## config.mk

```make
export PLATFORM = sky130hd
export DESIGN_NAME = clk_div_gen
export DESIGN_NICKNAME = d
export VERILOG_FILES = /design/src/rtl/clk_div_pkg.sv /design/src/rtl/clk_div_ctr.sv /design/src/rtl/clk_div_gen.sv
export SDC_FILE = /design/constraint.sdc
export NUM_CORES = 1
export LEC_CHECK = 0
export ABC_AREA = 1
export BUFFER_PORTS_ARGS = -buffer_cell sky130_fd_sc_hd__buf_4
export CAP_MARGIN = 40
export CORE_UTILIZATION = 40
export DETAILED_ROUTE_END_ITERATION = 16
export GPL_TIMING_DRIVEN = 1
export PLACE_DENSITY_LB_ADDON = 0.2
export SYNTH_ARGS = -nofsm -noshare
export SYNTH_HDL_FRONTEND = slang
export SYNTH_SLANG_ARGS = --single-unit
```

## constraint.sdc

```tcl
create_clock -name clk -period 2.9 [get_ports clk]
set_input_delay 0.145 -clock clk [delete_from_list [all_inputs] [get_ports clk]]
set_output_delay 0.145 -clock clk [all_outputs]
set_load 0.01 [all_outputs]
```

## src/rtl/clk_div_pkg.sv

```systemverilog
// clk_div_pkg: FSM state encoding and default parameters
// shared by the clk_div_gen divider and its counter.
package clk_div_pkg;

  localparam int CNT_W_DEF   = 8;
  localparam int DIV_RST_DEF = 4;

  typedef enum logic [1:0] {
    IDLE,
    RUN,
    SWITCH
  } state_e;

endpackage

```

## src/rtl/clk_div_ctr.sv

```systemverilog
// clk_div_ctr: programmable half-period counter with toggle
// output and a one-cycle strobe on each rising output edge.
module clk_div_ctr
  import clk_div_pkg::*;
#(
  parameter int CNT_W = CNT_W_DEF
) (
  input  logic             clk,
  input  logic             rst,
  input  logic [CNT_W-1:0] ratio_i,
  input  logic             load_i,
  input  logic             run_i,
  output logic             clk_div_o,
  output logic             tick_o,
  output logic             last_o
);

  logic [CNT_W-1:0] cnt_q, cnt_d;
  logic             div_q, div_d;
  logic             tick_q, tick_d;

  // >= keeps the wrap safe if the ratio ever shrinks under the count
  assign last_o = (cnt_q >= ratio_i - CNT_W'(1));

  always_comb begin
    cnt_d  = cnt_q;
    div_d  = div_q;
    tick_d = 1'b0;
    if (!run_i) begin
      cnt_d = '0;
      div_d = 1'b0;
    end else if (last_o) begin
      cnt_d  = '0;
      div_d  = ~div_q;
      tick_d = ~div_q;
    end else if (load_i) begin
      cnt_d = '0;
    end else begin
      cnt_d = cnt_q + CNT_W'(1);
    end
  end

  always_ff @(posedge clk) begin
    if (rst) begin
      cnt_q  <= '0;
      div_q  <= 1'b0;
      tick_q <= 1'b0;
    end else begin
      cnt_q  <= cnt_d;
      div_q  <= div_d;
      tick_q <= tick_d;
    end
  end

  assign clk_div_o = div_q;
  assign tick_o    = tick_q;

endmodule

```

## src/rtl/clk_div_gen.sv

```systemverilog
// clk_div_gen: fixed /2 and /4 clocks plus a glitch-free programmable
// divider. Optional edge_cnt output with CLK_DIV_GEN_EDGE_CNT_EN.
module clk_div_gen
  import clk_div_pkg::*;
#(
  parameter int CNT_W   = CNT_W_DEF,
  parameter int DIV_RST = DIV_RST_DEF
) (
  input  logic             clk,
  input  logic             rst,
  input  logic             en,
  input  logic             div_req,
  input  logic [CNT_W-1:0] div_val,
  output logic             div_ack,
  output logic             clk50,
  output logic             clk25,
  output logic             clk_div,
  output logic             tick_div,
  output logic             busy
`ifdef CLK_DIV_GEN_EDGE_CNT_EN
  ,
  output logic [15:0]      edge_cnt
`endif
);

  localparam logic [CNT_W-1:0] RATIO_RST =
    (DIV_RST < 1) ? CNT_W'(1) : CNT_W'(DIV_RST);

  state_e           state_q, state_d;
  logic [CNT_W-1:0] ratio_q, ratio_d;
  logic [CNT_W-1:0] pend_q, pend_d;
  logic [CNT_W-1:0] req_r;
  logic [1:0]       ph_q, ph_d;
  logic             ack_q, ack_d;
  logic             run, apply, last, load;

  assign req_r = (div_val == '0) ? CNT_W'(1) : div_val;
  assign run   = en && (state_q != IDLE);
  // new ratio only lands as clk_div falls, so no high phase is cut
  assign apply = run && (state_q == SWITCH) && last && clk_div;
  assign load  = apply || ((state_q == IDLE) && div_req);

  always_comb begin
    state_d = state_q;
    ratio_d = ratio_q;
    pend_d  = pend_q;
    ack_d   = 1'b0;
    ph_d    = run ? ph_q + 2'd1 : 2'd0;
    unique case (state_q)
      IDLE: begin
        if (div_req) begin
          ratio_d = req_r;
          ack_d   = 1'b1;
        end
        if (en) state_d = RUN;
      end
      RUN: begin
        if (!en) begin
          state_d = IDLE;
        end else if (div_req) begin
          pend_d  = req_r;
          state_d = SWITCH;
        end
      end
      SWITCH: begin
        if (!en) begin
          state_d = IDLE;
        end else begin
          if (apply) begin
            ratio_d = pend_q;
            ack_d   = 1'b1;
            state_d = RUN;
          end
          if (div_req) begin
            pend_d  = req_r;
            state_d = SWITCH;
          end
        end
      end
      default: state_d = IDLE;
    endcase
  end

  always_ff @(posedge clk) begin
    if (rst) begin
      state_q <= IDLE;
      ratio_q <= RATIO_RST;
      pend_q  <= RATIO_RST;
      ph_q    <= 2'd0;
      ack_q   <= 1'b0;
    end else begin
      state_q <= state_d;
      ratio_q <= ratio_d;
      pend_q  <= pend_d;
      ph_q    <= ph_d;
      ack_q   <= ack_d;
    end
  end

  clk_div_ctr #(
    .CNT_W(CNT_W)
  ) u_ctr (
    .clk      (clk),
    .rst      (rst),
    .ratio_i  (ratio_q),
    .load_i   (load),
    .run_i    (run),
    .clk_div_o(clk_div),
    .tick_o   (tick_div),
    .last_o   (last)
  );

  assign clk50   = ph_q[0];
  assign clk25   = ph_q[1];
  assign div_ack = ack_q;
  assign busy    = (state_q == SWITCH);

`ifdef CLK_DIV_GEN_EDGE_CNT_EN
  logic [15:0] edge_cnt_q;

  always_ff @(posedge clk) begin
    if (rst) begin
      edge_cnt_q <= 16'd0;
    end else if (tick_div && (state_q != IDLE)) begin
      edge_cnt_q <= edge_cnt_q + 16'd1;
    end
  end

  assign edge_cnt = edge_cnt_q;
`endif

endmodule
```

* After elaboration in Yosys (flattened, before gate mapping) *
Index checks and enable logic that the tools add are counted.

storage, ports and cells
  input bits = 12
  bits in registers = 31

operators by class
  add/subtract/negate cells = 3
  bitwise operators = 3
  reductions and logical operators = 17
  multiplexer cells = 16
  equality and inequality tests = 8
  order comparisons = 1

operators by type and width
  operator               count
  $mux W8                4
  $pmux W8 S2            1
  $mux W2                6
  $add A8 B1 Y8 const B  1
  $ge A8 B8 Y1           1
  $logic_not A8 Y1       1
  $sub A8 B1 Y8 const B  1
  $ne A2 B2 Y1 const B   3
  $pmux W2 S3            1
  $reduce_and A3 Y1      2
  $logic_and A1 B1 Y1    5
  $ne A4 B3 Y1 const B   1
  $reduce_and A4 Y1      1
  $reduce_bool A2 Y1     2
  $reduce_or A2 Y1       2
  $reduce_or A4 Y1       1
  $mux W1                3
  $ne A3 B3 Y1 const B   1
  $not A1 Y1             3
  $reduce_or A3 Y1       1
  $add A2 B1 Y2 const B  1
  $eq A2 B1 Y1 const B   1
  $eq A2 B2 Y1 const B   1
  $logic_not A2 Y1       1
  3 further kinds        3

* Logic depth before layout (Yosys ltp) *
Gate-level depths: netlist (run 1).

  depth in word-level cells = 9
  mapped depth = 17
  mapped depth without buffers = 16

* By module *
From an unflattened synthesis (run 1), not the netlist that was laid out.

second synthesis, totals
  cells, all modules = 248
  area, all modules = 1,791.7 sq um

modules (own cells, without submodules)
  module       area an instance (sq um)  seq. area each (sq um)  times used  cells an instance
  clk_div_gen  1,033.5                   420.4                   1           149
  clk_div_ctr  758.2                     200.2                   1           99

* Worst setup path before layout (run 1) *
No wires, ideal clock.

  path type = flip-flop to flip-flop
  start point = register ratio_q[0]
  end point = register ratio_q[5]
  path slack = 0.728 ns
  cell stages (with the launch flop) = 17
  period minus slack after synthesis = 2.172 ns
  arrival = 2.059 ns
  cells stage by stage = dfxtp_1 inv_1 ha_1 nand2_1 nor3_1 xor2_1 inv_1 ha_1 nand2_1 o21a_2 nand2_4 nand2_4 nand2_8 buf_12 nand3_2 nand2_2 nor2_2

on the way
  cells in the longest elaborated chain, start to end = 6

RTL lines
  element                             line               RTL
  start: declaration                  clk_div_gen.sv:30  logic [CNT_W-1:0] ratio_q, ratio_d;
  start signal: assignment            clk_div_gen.sv:93  ratio_q <= ratio_d;
  $sub A8 B1 Y8                       clk_div_ctr.sv:23  assign last_o = (cnt_q >= ratio_i - CNT_W'(1));
  $ge A8 B8 Y1                        clk_div_ctr.sv:23
  $logic_and A1 B1 Y1 (2 in series)   clk_div_gen.sv:40  assign apply = run && (state_q == SWITCH) && last && clk_div;
  $ne A2 B1 Y1 (no source line)       -
  $reduce_and A4 Y1 (no source line)  -

Every way passes these cells.
A chain may end at the register's enable or synchronous reset.

* Worst setup path after layout (run 1) *
  start point = register ratio_q[0]
  end point = register ratio_q[1]

Same word-level chain as after synthesis.

==> results of run 1 <==
==> worst paths after layout <==
path | end | from | depth (start not counted)
setup / recovery | ratio_q[1]$_SDFFE_PP0P_ | ratio_q[0]$_SDFFE_PP0P_ | 15
hold / removal | div_ack$_SDFF_PP0_ | rst | 2
setup reg to reg | ratio_q[1]$_SDFFE_PP0P_ | ratio_q[0]$_SDFFE_PP0P_ | 15
hold reg to reg | pend_q[4]$_SDFFE_PP0P_ | pend_q[4]$_SDFFE_PP0P_ | 2
==> cells by family (layout without fill, tap and decap cells) <==
| group | Yosys count | in the layout | share of synthesized area [%] |
|---|---|---|---|
| buf+inv | 41 | 61 | 10.21 |
| xor+xnor | 11 | 11 | 5.347 |
| compound gates | 42 | 42 | 13.75 |
| simple gates | 101 | 101 | 26.53 |
| fa+ha+maj | 14 | 14 | 9.722 |
| flops | 31 | 31 | 34.44 |
==> metal layers <==
| metal | routed length [um] | up-vias | GRT usage [%] | share of wire [%] |
|---|---|---|---|---|
| met3 | 89 | 5 | 4.386 | 2.9 |
| li1 | - | 802 | - | - |
| met2 | 1337 | 15 | 21.90 | 43 |
| met1 | 1647 | 639 | 18.77 | 53 |
| met4 | 44 | 0 | 6.122 | 1.4 |
| met5 | 0 | - | 0 | 0 |
==> cell usage in the layout, fill, tap and decap left out, types with 2 or more instances in the layout <==
| cell | n |
|---|---|
| nand2_1 | 40 |
| inv_1 | 32 |
| dfxtp_1 | 31 |
| nor2_1 | 28 |
| buf_4 | 18 |
| nand3_1 | 15 |
| o21ai_0 | 14 |
| ha_1 | 14 |
| a21oi_1 | 13 |
| xor2_1 | 7 |
| a21oi_2 | 7 |
| nor3_1 | 6 |
| clkbuf_8 | 6 |
| xnor2_1 | 4 |
| nand2_2 | 3 |
| o21ai_1 | 3 |
| nand2_4 | 2 |
| inv_2 | 2 |
| o22ai_1 | 2 |
| nand3_2 | 2 |
==> state kept, by name, summed over array words and instances, names as in the netlist <==
name and count:
pend_q 8, div_ack 1, ph_q 2, u_ctr.cnt_q 8, u_ctr.clk_div_o 1, state_q 2
u_ctr.tick_o 1, ratio_q 8
==> where the power goes <==
part	switching (W)	internal, W
Sequential	0.0000778	0.000522
Combinational	0.000498	0.000333
Clock	0.000162	0.000278
Total	0.000737	0.00113
==> layout make-up <==
cell class,instances,area share [%]
clock buffers,6,3.990
flip-flops and latches,31,29.99
multi-input cells,168,48.19
inverters,35,6.469
clock inverters,2,1.693
repair buffers,18,6.530
well taps,52,3.144
==> metrics by stage <==
step	power [W]	hold slack (ns)	worst slack, ns
after floorplan	0.001338	0.2141	0.7281
after global placement	0.001441	0.3502	0.6765
after detailed placement	0.001450	0.3482	0.6334
after CTS	0.001899	0.04405	0.6113
after global routing	0.002059	0.04645	0.3740
final	0.001870	0.05042	0.6262
==> worst max-delay path: cells and delay by family, from the launching register on <==
family,cells,cell delay [ns]
compound gates,1,0.24
xor+xnor,1,0.16
fa+ha+maj,2,0.46
buf+inv,2,0.18
flops,1,0.32
simple gates,9,0.81
==> impl_metrics.env, run 1 <==
export IMPL_ys_ff_latch=31
export IMPL_pin_count=18
export IMPL_hp_class="primary input to register"
export IMPL_root_buffer="clkbuf_8"
export IMPL_grt_usage_pct=14.39
export IMPL_path_cells="inv_1, ha_1, nand2_1, nor3_1, xor2_1, inv_1, ha_1, nand2_1, o21a_2, nand2_4, nand2_4, nand2_8, nand3_1, nand2_1, nor2_1"
export IMPL_grt_max_degree=20
export IMPL_crit_type="register to register"
export IMPL_fmax_mhz=439.8
export IMPL_relSlewSlack_pct=64.93
export IMPL_drtIter0Drc=26
export IMPL_overflow=0
export IMPL_die_w_um=69.12
export IMPL_max_stage_delay_ns=0.32
export IMPL_fin_skew_ns=0.005396
export IMPL_async_flop_share_pct=0
export IMPL_clock_sinks=31
export IMPL_fp_dieArea_sq_um=4777
export IMPL_drc=0
export IMPL_grt_pass1_wl_mm=5.561
export IMPL_final_core_util_pct=47.53
export IMPL_ys_types=31
export IMPL_synth_edf_count=0
export IMPL_initial_core_util_pct=41.38
export IMPL_area_growth_pct=14.86
export IMPL_wire_per_inst_um=9.997
export IMPL_ant_nets=0
export IMPL_ys_top_cells_by_count="nand2_1 (40), inv_1 (32), dfxtp_1 (31)"
export IMPL_critPathLaunchType="register"
export IMPL_maxCapViolations=0
export IMPL_yosysSeqAreaShare_pct=34.44
export IMPL_fillers=432
export IMPL_rsz0062_at_grt="no"
export IMPL_arrival_ns=2.45
export IMPL_cts_tree="yes"
export IMPL_drive_above_1_share_pct=18.08
export IMPL_cpMostUsedCell="nand2_1"
export IMPL_dp_cells=304
export IMPL_drt_total_wl_mm=3.119
export IMPL_rrSetupSlack_ns=0.63
export IMPL_numPortBuffers=17
export IMPL_syn_cell_area_sq_um=1802
export IMPL_antenna_found_initial=0
export IMPL_finalHoldViolCount=0
export IMPL_fin_area_sq_um=2069
export IMPL_drtPass1Iterations=4
export IMPL_p_leak_nw=0.9503
export IMPL_clock_path_buffers=2
export IMPL_finalCriticalPeriod_ns=2.274
export IMPL_core_sq_um=4354
export IMPL_multi_input_area_sq_um=997.2
export IMPL_ir_worst_vdd_uv=526.8
export IMPL_netlist_instances=240
export IMPL_setup_tns_ns=0
export IMPL_place_gp_congestion=0.7375
export IMPL_synth_warnings=0
export IMPL_cp_required_ns=3.07
export IMPL_end_kind="register"
export IMPL_nNetsFinal=285
export IMPL_cts_hold_buffers=0
export IMPL_cts_htree_levels=2
export IMPL_drv_slew=0
export IMPL_cp_max_fo=16
export IMPL_synth_flop_cell="dfxtp_1"
export IMPL_die_h_um=69.12
export IMPL_synth_nets=266
export IMPL_syn_avg_cell_area_sq_um=7.507
export IMPL_detailed_place_hpwl_mm=2.396
export IMPL_yosys_top_cells_area="dfxtp_1 (34%), ha_1 (9.7%), nand2_1 (8.3%)"
export IMPL_post_synth_top_count_cell="nand2_1"
export IMPL_period_share_pct=78.41
export IMPL_yosysTopAreaCell="dfxtp_1"
export IMPL_postPlaceCellArea_sq_um=1952
export IMPL_cts_resized=0
export IMPL_tightest_slew_ns=0.5247
export IMPL_power_density_nw_per_um2=903.6
export IMPL_row_count=24
export IMPL_path_clk_slew_ns=0.07
export IMPL_n_antenna_cell=0
export IMPL_yosys_area_top_type_share_pct=34.44
export IMPL_setup_viol=0
export IMPL_seq_area_sq_um=620.6
export IMPL_first_global_vias=1304
export IMPL_status="finished clean"
export IMPL_cpMaxStageDelayCell="dfxtp_1"
export IMPL_clkLatencyLatePin_ns=0.28
export IMPL_viasPerCell=4.683
export IMPL_cts_buffers=5
export IMPL_vias=1461
export IMPL_post_cts_buffers=0
export IMPL_instances_no_fill=312
Power figures use the tool's default switching activity.
==> run 2, diff against run 1 <==
--- a/config.mk
+++ b/config.mk
@@ -5,7 +5,7 @@
 export SDC_FILE = /design/constraint.sdc
 export NUM_CORES = 1
 export LEC_CHECK = 0
-export ABC_AREA = 1
+export ABC_AREA = 0
 export BUFFER_PORTS_ARGS = -buffer_cell sky130_fd_sc_hd__buf_4
 export CAP_MARGIN = 40
 export CORE_UTILIZATION = 40
==> constraint.sdc (replaced) <==
create_clock -name clk -period 1.96 [get_ports clk]
set_input_delay 0.098 -clock clk [delete_from_list [all_inputs] [get_ports clk]]
set_output_delay 0.098 -clock clk [all_outputs]
set_load 0.01 [all_outputs]
==> run 2 against run 1 <==
The flow now finishes with violations (setup timing). Via count is 5.2% higher. Final cell count is 6.4% lower. Maximum frequency is 0.47% lower. Non-clock buffer count is 29 higher. Sequential share of layout area is 3.5 points lower. Cell area is 15% higher. Core utilization is 10 points higher. Critical endpoint is now ratio_q[4]$_SDFFE_PP0P_. Largest power group unchanged.
==> impl_metrics.env, run 2 <==
export IMPL_relSlewSlack_pct=79.07
export IMPL_nNetsFinal=269
export IMPL_drc=0
export IMPL_async_flop_share_pct=0
export IMPL_fmax_mhz=437.7
export IMPL_synth_warnings=0
export IMPL_end_kind="register"
export IMPL_area_growth_pct=34.85
export IMPL_cp_num_buf_inv=1
export IMPL_drtPass1Iterations=4
export IMPL_fp_dieArea_sq_um=4667
export IMPL_grt_max_degree=22
export IMPL_rr_startpoint="ratio_q[3]$_SDFFE_PP0P_"
export IMPL_cpMaxStageDelayCell="or4_4"
export IMPL_n_antenna_cell=0
export IMPL_tightest_slew_ns=0.3112
export IMPL_vias=1537
export IMPL_drive_above_1_share_pct=37.19
export IMPL_setup_tns_ns=-5.818
export IMPL_die_w_um=68.32
export IMPL_finalHoldViolCount=0
export IMPL_grt_usage_pct=20.10
export IMPL_post_synth_top_count_cell="dfxtp_1"
export IMPL_synth_flop_cell="dfxtp_1"
export IMPL_critPathLaunchType="register"
export IMPL_syn_avg_cell_area_sq_um=8.885
export IMPL_cp_required_ns=2.12
export IMPL_yosysSeqAreaShare_pct=35.28
export IMPL_p_leak_nw=0.9322
export IMPL_maxCapViolations=0
export IMPL_critPathTopFamily="simple AND/OR/NAND/NOR gates"
export IMPL_core_sq_um=4115
export IMPL_drtIter0Drc=60
export IMPL_drt_total_wl_mm=3.960
export IMPL_hold_end="pend_q[2]$_SDFFE_PP1P_"
export IMPL_netlist_instances=198
export IMPL_grt_pass1_wl_mm=6.824
export IMPL_clock_path_buffers=2
export IMPL_detailed_place_hpwl_mm=2.959
export IMPL_overflow=0
export IMPL_violations="setup timing"
export IMPL_ys_top_cells_by_count="dfxtp_1 (31), nand2_1 (19), nor2_1 (16)"
export IMPL_initial_core_util_pct=42.75
export IMPL_clock_sinks=31
export IMPL_ant_nets=0
export IMPL_crit_type="register to register"
export IMPL_cp_max_fo=8
export IMPL_dp_cells=283
export IMPL_clkLatencyLatePin_ns=0.28
export IMPL_reg2reg_to="ratio_q[4]$_SDFFE_PP0P_"
export IMPL_fin_ws_ns=-0.3245
export IMPL_instances_no_fill=292
export IMPL_rrSetupSlack_ns=-0.32
export IMPL_top_regs="pend_q: 8 flops, ratio_q: 8 flops, u_ctr.cnt_q: 8 flops"
export IMPL_root_buffer="clkbuf_8"
export IMPL_syn_cell_area_sq_um=1759
export IMPL_cts_htree_levels=2
export IMPL_setup_viol=21
export IMPL_rsz0062_at_grt="yes"
export IMPL_layout_commonest_cell="buf_4"
export IMPL_place_gp_congestion=0.7508
export IMPL_r2r_cells=9
export IMPL_numPortBuffers=17
export IMPL_max_stage_delay_ns=0.45
export IMPL_finalCriticalPeriod_ns=2.285
export IMPL_yosys_area_top_type_share_pct=35.28
export IMPL_first_global_vias=1528
export IMPL_arrival_ns=2.45
export IMPL_synth_edf_count=0
export IMPL_drv_slew=0
export IMPL_path_clk_slew_ns=0.06
export IMPL_cts_buffers=5
export IMPL_min_from="div_val[2]"
export IMPL_final_cell_mix="buf_4 (46), dfxtp_1 (26), nand2_1 (19)"
export IMPL_wire_per_inst_um=13.56
export IMPL_ys_ff_latch=31
export IMPL_hp_class="primary input to register"
export IMPL_synth_nets=224
export IMPL_ys_types=42
export IMPL_pin_count=18
export IMPL_cts_tree="yes"
export IMPL_yosys_top_cells_area="dfxtp_1 (35%), ha_1 (10%), mux2_2 (4.5%)"
export IMPL_status="finished, violations left"
export IMPL_viasPerCell=5.264
export IMPL_fin_skew_ns=0.003627
export IMPL_yosysTopAreaCell="dfxtp_1"
export IMPL_power_density_nw_per_um2=827.5
export IMPL_path_cells="nor4_4, nand2_1, xor2_1, ha_1, nand4_1, or4_4, buf_8, a31oi_4, nor3_2"
export IMPL_antenna_found_initial=0
export IMPL_period_share_pct=116.6
export IMPL_hold_depth=3
export IMPL_row_count=23
export IMPL_cts_hold_buffers=0
export IMPL_die_h_um=68.32
export IMPL_final_core_util_pct=57.65
export IMPL_ir_worst_vdd_uv=398.4
-- run 2: layer usage --
metal	share of wire (%)	global-route usage, %	wire length (um)
met3	2.8	5.000	112
met4	1.6	7.813	62
met5	0	0	0
met2	48	32.60	1918
met1	47	25.27	1866
-- run 2: cell families (layout without fill, tap and decap cells) --
kind of cell             count (synthesis)  count (layout)  share of synthesized area [%]
XOR/XNOR                                14              14                          6.970
AO/OA/AOI/OAI                           33              33                          13.58
multiplexers                             7               7                          4.481
flip-flops                              31              31                          35.28
AND/OR/NAND/NOR                         82              82                          25.39
buffers and inverters                   17              61                          4.338
adder cells (fa/ha/maj)                 14              14                          9.957
-- run 2: area by class of cell --
type / count / area, sq um
inverter: 8 / 30.03
multi-input combinational: 150 / 1217
fill: 365 / 1743
tap: 50 / 62.56
timing repair buffer: 47 / 360.3
clock buffer: 6 / 72.57
sequential: 31 / 629.4
-- run 2: worst register-to-register path, stage by stage (launching register included) --
cell and delay (ns):
dfxtp_2 0.35, nor4_4 0.29, nand2_1 0.09, xor2_1 0.15, ha_1 0.33, nand4_1 0.14
or4_4 0.45, buf_8 0.17, a31oi_4 0.14, nor3_2 0.05
-- run 2: how the worst max path moves through the flow --
stage	cells after the start	slack (ns)	to	startpoint
final	9	-0.32	ratio_q[4]$_SDFFE_PP0P_	ratio_q[3]$_SDFFE_PP0P_
after global routing	10	-0.46	state_q[0]$_SDFFE_PP0P_	ratio_q[3]$_SDFFE_PP0P_
after CTS	9	-0.33	ratio_q[5]$_SDFFE_PP0P_	ratio_q[3]$_SDFFE_PP0P_
after detailed placement	10	-0.38	ratio_q[3]$_SDFFE_PP0P_	ratio_q[0]$_SDFFE_PP0P_
after global placement	10	-0.40	ratio_q[7]$_SDFFE_PP0P_	ratio_q[0]$_SDFFE_PP0P_
after floorplan	9	-0.24	ratio_q[5]$_SDFFE_PP0P_	ratio_q[5]$_SDFFE_PP0P_
-- run 2: metrics by stage --
step           hold slack, ns  setup slack (ns)  cell area [sq um]  total power [W]
6_report              0.05539           -0.3245               2372         0.001963
5_1_grt               0.05699           -0.4596               2372         0.002088
4_1_cts               0.05258           -0.3313               2366         0.001972
3_5_place_dp           0.3403           -0.3765               2137         0.001422
3_3_place_gp           0.3332           -0.3976               2137         0.001416
2_1_floorplan          0.2202           -0.2442               1797         0.001177
-- run 2: power by group --
part           total, W  switching (W)  leakage, nW  internal (W)
registers      0.000745      0.0000495        0.254      0.000695
clock network  0.000458       0.000222       0.0371      0.000236
logic          0.000760       0.000378        0.641      0.000383
total           0.00196       0.000649        0.932       0.00131
-- run 2: timing repair --
action | CTS | global route
pin swaps | 6 | 1
endpoints found under the setup margin | 21 | 21
hold endpoints to repair | 0 | 0
setup buffers | 3 | 0
gates resized for setup | 24 | 1
==> run 3, diff against run 2 <==
--- a/config.mk
+++ b/config.mk
@@ -5,9 +5,10 @@
 export SDC_FILE = /design/constraint.sdc
 export NUM_CORES = 1
 export LEC_CHECK = 0
-export ABC_AREA = 0
+export ABC_AREA = 1
 export BUFFER_PORTS_ARGS = -buffer_cell sky130_fd_sc_hd__buf_4
 export CAP_MARGIN = 40
+export CORE_ASPECT_RATIO = 1.2
 export CORE_UTILIZATION = 40
 export DETAILED_ROUTE_END_ITERATION = 16
 export GPL_TIMING_DRIVEN = 1
==> run 3 against run 2 <==
The flow still finishes with violations (setup timing). First-iteration DRC count rose by 1.7%. Sequential share of layout area grew 0.49 points. Register-to-register slack improved by 0.18 ns. Critical path type unchanged.
==> impl_metrics.env, run 3 (synthesized netlist as in run 1, its figures left out) <==
export IMPL_cp_endpoint="ratio_q[6]$_SDFFE_PP0P_"
export IMPL_ir_worst_vdd_uv=706.7
export IMPL_clock_sinks=31
export IMPL_ant_nets=0
export IMPL_power_density_nw_per_um2=1328
export IMPL_antenna_found_initial=0
export IMPL_drtIter0Drc=61
export IMPL_critPathLaunchType="register"
export IMPL_arrival_ns=2.27
export IMPL_fin_area_sq_um=2320
export IMPL_p_total_w=0.003082
export IMPL_drive_above_1_share_pct=29.96
export IMPL_vias=1572
export IMPL_fin_skew_ns=0.002272
export IMPL_p_seq_share_pct=29.3
export IMPL_pin_count=18
export IMPL_nNetsFinal=302
export IMPL_end_kind="register"
export IMPL_cp_max_fo=8
export IMPL_fmax_mhz=475.4
export IMPL_cts_tree="yes"
export IMPL_place_gp_congestion=0.8009
export IMPL_rsz0062_at_grt="yes"
export IMPL_drt_total_wl_mm=3.459
export IMPL_p_switching_w=0.001245
export IMPL_fin_ws_ns=-0.1437
export IMPL_rr_startpoint="ratio_q[1]$_SDFFE_PP0P_"
export IMPL_detailed_place_hpwl_mm=2.427
export IMPL_first_global_vias=1418
export IMPL_finalCriticalPeriod_ns=2.104
export IMPL_core_sq_um=4294
export IMPL_internal_power_w=0.001837
export IMPL_swShare_pct=40.39
export IMPL_grt_pass1_wl_mm=5.830
export IMPL_startpoint="ratio_q[1]$_SDFFE_PP0P_"
export IMPL_drtPass1Iterations=4
export IMPL_power_share_clock_pct=17.6
export IMPL_grt_usage_pct=15.87
export IMPL_postPlaceCellArea_sq_um=2076
export IMPL_p_leak_nw=1.028
export IMPL_overflow=0
export IMPL_setup_viol=12
export IMPL_drc=0
export IMPL_r2r_cells=15
export IMPL_relSlewSlack_pct=66.16
export IMPL_crit_type="register to register"
export IMPL_final_cell_mix="nand2_1 (38), buf_4 (33), inv_1 (30)"
export IMPL_drv_slew=0
export IMPL_violations="setup timing"
export IMPL_die_h_um=75.52
export IMPL_wire_per_inst_um=10.39
export IMPL_period_share_pct=107.3
export IMPL_maxCapViolations=0
export IMPL_grt_max_degree=19
export IMPL_path_clk_slew_ns=0.06
export IMPL_hp_class="primary input to register"
export IMPL_n_antenna_cell=0
export IMPL_cts_htree_levels=2
export IMPL_layout_commonest_cell="nand2_1"
export IMPL_viasPerCell=4.721
export IMPL_cts_buffers=5
export IMPL_min_from="rst"
export IMPL_die_w_um=63.27
export IMPL_fp_dieArea_sq_um=4778
export IMPL_comb_power_share_pct=53.0
export IMPL_top_regs="pend_q: 8 flops, ratio_q: 8 flops, u_ctr.cnt_q: 8 flops"
export IMPL_status="finished, violations left"
export IMPL_clock_path_buffers=2
export IMPL_initial_core_util_pct=41.96
export IMPL_cp_required_ns=2.13
export IMPL_clkLatencyLatePin_ns=0.27
export IMPL_row_count=26
export IMPL_tightest_slew_ns=0.5057
export IMPL_reg2reg_to="ratio_q[6]$_SDFFE_PP0P_"
export IMPL_rrSetupSlack_ns=-0.14
export IMPL_finalHoldViolCount=0
export IMPL_root_buffer="clkbuf_8"
export IMPL_numPortBuffers=17
export IMPL_area_growth_pct=28.75
-- run 3: cell types whose count changed in the layout (fill, tap and decap cells not counted), moves of 6 or more --
cell | previous run | this run
nand2_1 | 19 | 38
a21oi_2 | 1 | 8
nor4_1 | 6 | 0
buf_4 | 46 | 33
inv_1 | 8 | 30
mux2_2 | 7 | 0
o21ai_0 | 2 | 14
nor2_1 | 15 | 25
-- run 3: metrics by stage --
stage,TNS [ns],util (%),instances,hold slack [ns],setup WS (ns)
2_1_floorplan,-0.7753,-,240,0.1671,-0.1153
4_1_cts,-1.334,53.15,333,0.007872,-0.1419
3_5_place_dp,-2.324,48.34,321,0.3059,-0.2010
3_3_place_gp,-2.146,48.34,321,0.3110,-0.1935
6_report,-1.315,54.02,333,0.01805,-0.1437
5_1_grt,-4.028,54.02,333,0.01836,-0.2864
-- run 3: worst min path at each step --
| stage | endpoint | slack (ns) | cells past startpoint |
|---|---|---|---|
| after floorplan | div_ack$_SDFF_PP0_ | 0.17 | 1 |
| after global routing | div_ack$_SDFF_PP0_ | 0.02 | 2 |
| after global placement | div_ack$_SDFF_PP0_ | 0.31 | 2 |
| after CTS | div_ack$_SDFF_PP0_ | 0.008 | 2 |
| final | div_ack$_SDFF_PP0_ | 0.02 | 2 |
| after detailed placement | div_ack$_SDFF_PP0_ | 0.31 | 2 |
-- run 3: critical path, cell delays in order, from the launching register on --
cell     delay, ns
dfxtp_4       0.36
inv_4         0.06
ha_4          0.14
nand2_4       0.06
nor3_4        0.11
xor2_1        0.15
inv_1         0.05
ha_1          0.27
nand2_1       0.06
o21a_2        0.24
nand2_4       0.08
nand2_8       0.09
nand2_8       0.12
nand3_1       0.08
nand2_1       0.07
nor2_1        0.05
-- run 3: power groups by stage --
| stage | sequential (W) | clock (W) | combinational [W] |
|---|---|---|---|
| 2_1_floorplan | 0.000889 | 0 | 0.00114 |
| 3_3_place_gp | 0.000885 | 0 | 0.00145 |
| 3_5_place_dp | 0.000887 | 0 | 0.00147 |
| 4_1_cts | 0.000892 | 0.000563 | 0.00160 |
| 5_1_grt | 0.000924 | 0.000584 | 0.00185 |
| 6_report | 0.000903 | 0.000543 | 0.00163 |
-- run 3: repair_timing --
item                                    CTS  global route
buffers inserted                          2             0
gates resized for setup                  15             8
endpoints found under the setup margin   19            20
pin swaps                                10             6
cloned                                    2             0
hold buffers                              0             0
-- run 3: final cells by class --
class                           count  area, sq um
Inverter                           35        136.4
Fill cell                         434         1974
Clock buffer                        8        100.1
Timing Repair Buffer               33        247.7
Tap cell                           56        70.07
Sequential cell                    31        626.9
Multi-Input combinational cell    170         1139
-- run 3: routing by layer --
metal	share of wire, %	wire [um]	track usage [%]	vias up
met5	0	0	0	-
met4	1.4	49	6.818	0
met3	2.9	99	4.042	4
met2	49	1705	29.99	20
met1	46	1605	16.96	703
li1	-	-	-	845
